**src/rtl/pwm_peripheral.sv**
```systemverilog
// pwm_peripheral: 16-pin PWM output stage driven by the SPI register block.
//   clk, rst            : clock and asynchronous active-high reset
//   en_reg_out_*        : per-pin output enable (0 = pin forced low)
//   en_reg_pwm_*        : per-pin mode (0 = forced high, 1 = PWM waveform)
//   pwm_duty_cycle      : global duty, 0x00 = 0%, 0xFF = 100%
//   pwm_out             : registered pin drive, bit i = pin i
//   period_start        : one-clk pulse in the cycle after the counter wraps
//   Define PWM_SYNC_UPDATE_EN to latch the duty only at period boundaries.
module pwm_peripheral #(
    parameter int CLK_DIV = 12
) (
    input  logic        clk,
    input  logic        rst,
    input  logic [7:0]  en_reg_out_7_0,
    input  logic [7:0]  en_reg_out_15_8,
    input  logic [7:0]  en_reg_pwm_7_0,
    input  logic [7:0]  en_reg_pwm_15_8,
    input  logic [7:0]  pwm_duty_cycle,
    output logic [15:0] pwm_out,
    output logic        period_start
);
    localparam int PW = CLK_DIV > 1 ? $clog2(CLK_DIV) : 1;
    logic [PW-1:0] prescaler;
    logic [7:0]    pwm_counter;
    logic [7:0]    duty;
    logic [15:0]   en_out;
    logic [15:0]   en_pwm;
    logic          tick;
    logic          wrap;
    logic          w;
    assign en_out = {en_reg_out_15_8, en_reg_out_7_0};
    assign en_pwm = {en_reg_pwm_15_8, en_reg_pwm_7_0};
    assign tick   = prescaler == PW'(CLK_DIV - 1);
    assign wrap   = tick && pwm_counter == 8'hFF;
    // 0xFF is special-cased so full duty never shows a low cycle at counter 255
    assign w      = duty == 8'hFF || pwm_counter < duty;
`ifdef PWM_SYNC_UPDATE_EN
    logic [7:0] duty_q;
    logic       loaded;
    always_ff @(posedge clk or posedge rst) begin
        if (rst) begin
            duty_q <= 8'h00;
            loaded <= 1'b0;
        end else begin
            loaded <= 1'b1;
            if (wrap || !loaded)
                duty_q <= pwm_duty_cycle;
        end
    end
    assign duty = duty_q;
`else
    assign duty = pwm_duty_cycle;
`endif
    always_ff @(posedge clk or posedge rst) begin
        if (rst) begin
            prescaler    <= '0;
            pwm_counter  <= 8'h00;
            period_start <= 1'b0;
            pwm_out      <= 16'h0000;
        end else begin
            prescaler    <= tick ? '0 : prescaler + 1'b1;
            pwm_counter  <= pwm_counter + {7'd0, tick};
            period_start <= wrap;
            pwm_out      <= en_out & (~en_pwm | {16{w}});
        end
    end
endmodule

```
**config.mk**
```make
export PLATFORM = sky130hd
export DESIGN_NAME = pwm_peripheral
export DESIGN_NICKNAME = d
export VERILOG_FILES = /design/src/rtl/pwm_peripheral.sv
export SDC_FILE = /design/constraint.sdc
export NUM_CORES = 1
export LEC_CHECK = 0
export BUFFER_PORTS_ARGS = -buffer_cell sky130_fd_sc_hd__buf_2
export CELL_PAD_IN_SITES_DETAIL_PLACEMENT = 1
export CELL_PAD_IN_SITES_GLOBAL_PLACEMENT = 1
export CORE_MARGIN = 2
export CORE_UTILIZATION = 35
export DETAILED_ROUTE_END_ITERATION = 12
export PLACE_DENSITY_LB_ADDON = 0.1
export SETUP_SLACK_MARGIN = 0.05
export SLEW_MARGIN = 30
export SYNTH_ARGS = -nofsm -noshare
export SYNTH_HDL_FRONTEND = slang
export SYNTH_SLANG_ARGS = --single-unit
```
**constraint.sdc**
```tcl
create_clock -name clk -period 2.3 [get_ports clk]
set_input_delay 0.575 -clock clk [delete_from_list [all_inputs] [get_ports clk]]
set_output_delay 0.575 -clock clk [all_outputs]
set_load 0.02 [all_outputs]
```
# Word level (Yosys, flattened, before mapping)
# Cells that the tools add are included.
op_classes:
  add_sub_neg: 2
  multipliers: 0
  div_mod_pow: 0
  n_lt_le_gt_ge: 1
  eq_ne: 3
  n_shift: 0
  mux: 1
  bitwise: 3
  reduce_logical: 2
op_table:
  columns: ["cell", "count"]
  rows:
  - ["$and A16 B16 Y16", 1]
  - ["$eq A8 B8 Y1 const B", 2]
  - ["$not A16 Y16", 1]
  - ["$or A16 B16 Y16", 1]
  - ["$add A8 B1 Y8", 1]
  - ["$lt A8 B8 Y1", 1]
  - ["$add A4 B1 Y4 const B", 1]
  - ["$eq A4 B4 Y1 const B", 1]
  - ["$mux W4", 1]
  - ["$logic_and A1 B1 Y1", 1]
  - ["$logic_or A1 B1 Y1", 1]
totals:
  register_bits: 29
  latchBits: 0
  mem_bits_rw: 0
  romBits: 0
  input_bits: 42
  elab_cells: 16
  n_memories: 0

# Logic depth before layout (Yosys ltp)
depth:
  depth_word: 4
  depth_mapped: 7
  ltp_nobuf: 7

# Least setup slack after synthesis
# No wires, ideal clock.
synth_path:
  path_kind: "input to register"
  from: "in pwm_duty_cycle[7]"
  to: "reg pwm_out[10]"
  setup_ns: 0.122
  arrival_time_ns: 1.775
  required_ns: 2.178
  slack_ns: 0.403
  path_stages: 7
  n_path_buf: 1
  path_cell_list: "inv_1 ha_1 and4_2 o21ai_1 o32ai_4 buf_6 a21boi_2"
synth_between:
  elab_chain_len: 4
  word_cells_on_any_way: 5
synth_lines:
  columns: ["item", "line", "text"]
  rows:
  - ["from (decl)", "18", "input logic [7:0] pwm_duty_cycle,"]
  - ["$lt A8 B8 Y1 / $eq A8 B8 Y1 (equally long branches)", "36", "assign w = duty == 8'hFF || pwm_counter < duty;"]
  - ["$logic_or A1 B1 Y1 (*)", "36", null]
  - ["$or A16 B16 Y16 (*)", "64", "pwm_out <= en_out & (~en_pwm | {16{w}});"]
  - ["$and A16 B16 Y16 (*)", "64", null]
  - ["to (signal assigned)", "64", null]
  - ["to (decl)", "19", "output logic [15:0] pwm_out,"]
# Mark *: on every way between the ends. The rest lies on a longest branch, timed or not.

# Final worst setup path
layout_path:
  from: "reg pwm_counter[6]"
  to: "reg pwm_out[8]"
layout_between:
  elab_chain_len: 4
layout_lines:
  columns: ["item", "line", "text"]
  rows:
  - ["from (decl)", "24", "logic [7:0] pwm_counter;"]
  - ["from (signal assigned)", "62", "pwm_counter <= pwm_counter + {7'd0, tick};"]
  - ["$lt A8 B8 Y1", "36", null]
  - ["$logic_or A1 B1 Y1", "36", null]
  - ["$or A16 B16 Y16", "64", null]
  - ["$and A16 B16 Y16", "64", null]
# No other way between the ends.

==> qor.yml <==
hold_violations: 0
grt_overflow: 0
path_cells: "ha_1 -> and4_2 -> o21ai_1 -> o32ai_4 -> buf_12 -> a21boi_2"
finalCritPeriodShare_pct: 79.6
die_y_microns: 66.0
diodes: 0
finalPower_uw: 1190
vias: 1010
worstMarginPinSlew_ns: 0.376
fin_nets: 221
ys_top_cells_by_area: "dfrtp_1, ha_1, a21boi_2"
fin_setup_tns_ns: 0
hpwl_microns: 2330
p_leak_uw: 0.000924
synth_xor_area_share_pct: 4.56
max_cap_viol_count: 0
crit_path_top_delay_cell: "dfrtp_1"
synth_top_area_share_pct: 54.0
final_antenna_net_count: 0
grt_setup_unrepaired: "no"
ys_async_sr_fraction_pct: 100
wirelength_microns: 2820
syn_inst: 103
worst_clock_skew_ns: 0.00405
setup_viol: 0
synth_flop_cell: "dfrtp_1"
synth.distinct_cells: 26
h-tree-depth: 2
globalplace.congestion: 0.698
holdCritPathClass: "input port to asynchronous set/reset pin"
maxSlewViolCount: 0
end_kind: "flip-flop"
critical-path-max-stage-delay_ns: 0.43
clk_path_buf_depth: 2
ir_drop_mv: 0.520
yosysTopAreaCell: "dfrtp_1"
antenna_found_initial: 0
pwr_density_cell_nw_per_um2: 652
die_w_microns: 66.0
worst_ep_required_time_ns: 2.47
start_util_pct: 36.4
rows: 22
yosysWarnings: 0
status: "finished clean"
path_clk_slew_ns: 0.07
grt_pass1_wl_microns: 4930
max_freq_mhz: 547
crit_path_start_kind: "flip-flop"
synth-seq-area-share_pct: 54.0
num_io_pins: 59
first_global_vias: 1134
cts-buffers-inserted: 5
grt_max_degree: 30
clock_latency_ns: 0.28
synth_compound_area_share_pct: 19.0
worstPathArrival_ns: 2.00
io_buffers: 58
syn_nets: 155
cts_root_buffer: "clkbuf_8"
min_period_ns: 1.83
ys_seq_elements: 29
drt_iter0_drc: 27
cts_tree: "done"
fill_cells: 405
drc_errors: 0
synth-simple-area-share_pct: 8.94
syn_area_per_cell_sq_um: 13.0
synth_top_family_by_area: "compound AO/OA/AOI/OAI gates"
synth_area_sq_um: 1340
clock-sinks: 29
drtPass1Iterations: 3
setup.worst_path.class: "flip-flop to flip-flop"
synth-edff-count: 0
core_sq_um: 3690
grt_usage_pct: 15.3
wl_per_cell_microns: 12.9
routed_via_density: 4.63
die_area_sq_um: 4350
relSlewSlack_pct: 74.9
crit_fanout: 10
synthAdderAreaFrac_pct: 9.31
synthMuxAreaShare_pct: 0.838
drive_gt1_share_pct: 50.0
areaGrowthSynthToFinish_pct: 36.2
cts-resized-gates: 0
==> metal layers <==
layer	global-route usage, %	part of all wire, %	vias to the layer above
met5	0	0	-
met4	6.89	1.7	0
met3	6.13	8.3	5
met2	26.5	52	34
met1	16.4	38	484
li1	-	-	487
==> critical path: cells and delay by family, from the launching register on <==
kind / cells / cell delay [ns]
AO/OA/AOI/OAI: 3 / 0.55
flip-flops: 1 / 0.43
adder cells (fa/ha/maj): 1 / 0.34
AND/OR/NAND/NOR: 1 / 0.20
buffers and inverters: 1 / 0.19
==> cells in the mapped netlist, types with 3 or more instances <==
cell	n
a21boi_2	10
nand3_1	3
ha_1	10
nor2_1	6
xnor2_1	6
a21boi_0	6
inv_1	9
nand2_1	4
nand4_1	4
dfrtp_1	29
==> cells by family (layout without fill, tap and decap cells) <==
family	Yosys count	in the layout
and+or+nand+nor	22	22
AOI/OAI and AO/OA	24	24
xor gates and xnor gates	7	7
adders and majority gates	10	10
muxes	1	1
buffers and inverters	10	77
DFF	29	29
==> power by group <==
part | switching (uW) | internal [uW] | leakage (uW) | total [uW]
combinational | 61.6 | 55.4 | 0.000507 | 117
clock | 196 | 352 | 0.0000574 | 548
sequential | 3.57 | 525 | 0.000359 | 528
==> sequential cells by signal (all words and copies together), names as in the netlist <==
name,count
prescaler,4
period_start,1
pwm_counter,8
pwm_out,16
==> path summary, 6_finish.rpt <==
| path | start | end | slack (ns) | cells past startpoint |
|---|---|---|---|---|
| setup / recovery | pwm_counter[6]$_DFF_PP0_ | pwm_out[8]$_DFF_PP0_ | 0.47 | 6 |
| hold / removal | rst | pwm_out[9]$_DFF_PP0_ | 0.35 | 3 |
| setup reg to reg | pwm_counter[6]$_DFF_PP0_ | pwm_out[8]$_DFF_PP0_ | 0.47 | 6 |
| hold reg to reg | prescaler[0]$_DFF_PP0_ | prescaler[0]$_DFF_PP0_ | 0.46 | 1 |
| max in group asynchronous | rst | prescaler[3]$_DFF_PP0_ | 1.68 | 3 |
| min in group clk | en_reg_pwm_7_0[7] | pwm_out[7]$_DFF_PP0_ | 0.45 | 2 |
==> area by class of cell <==
cell class / count / area [sq um] / share of cell area, %
Clock buffer: 6 / 82.6 / 4.51
Clock inverter: 2 / 37.5 / 2.05
Inverter: 9 / 33.8 / 1.85
Multi-Input combinational cell: 64 / 573 / 31.3
Sequential cell: 29 / 726 / 39.6
Tap cell: 48 / 60.1 / 3.28
Timing Repair Buffer: 60 / 318 / 17.4
==> through the flow <==
step	instance area [sq um]	setup WS (ns)	hold WS, ns	std cells	utilization [%]
6_report	1830	0.470	0.350	218	49.6
5_1_grt	1830	0.361	0.377	218	49.6
4_1_cts	1810	0.0783	0.361	217	49.1
3_5_place_dp	1690	-0.191	0.459	209	45.8
3_3_place_gp	1690	-0.0794	0.448	209	45.8
2_1_floorplan	1340	0.403	0.432	103	-
==> cells in the final DEF, fill, tap and decap left out, types with 3 or more instances in the layout <==
cell,synthesis,layout
inv_1,9,9
xnor2_1,6,6
nand2_1,4,4
a21boi_0,6,6
nor2_1,6,6
nand4_1,4,4
buf_2,0,58
dfrtp_1,29,29
ha_1,10,10
nand3_1,3,3
clkbuf_8,0,6
a21boi_2,10,10
==> timing repair <==
item	4_1_cts	5_1_grt
endpoints found under the hold margin	0	0
setup endpoints to repair	0	6
hold buffers	0	0
buffers inserted	0	1
(Power assumes the default switching activity.)
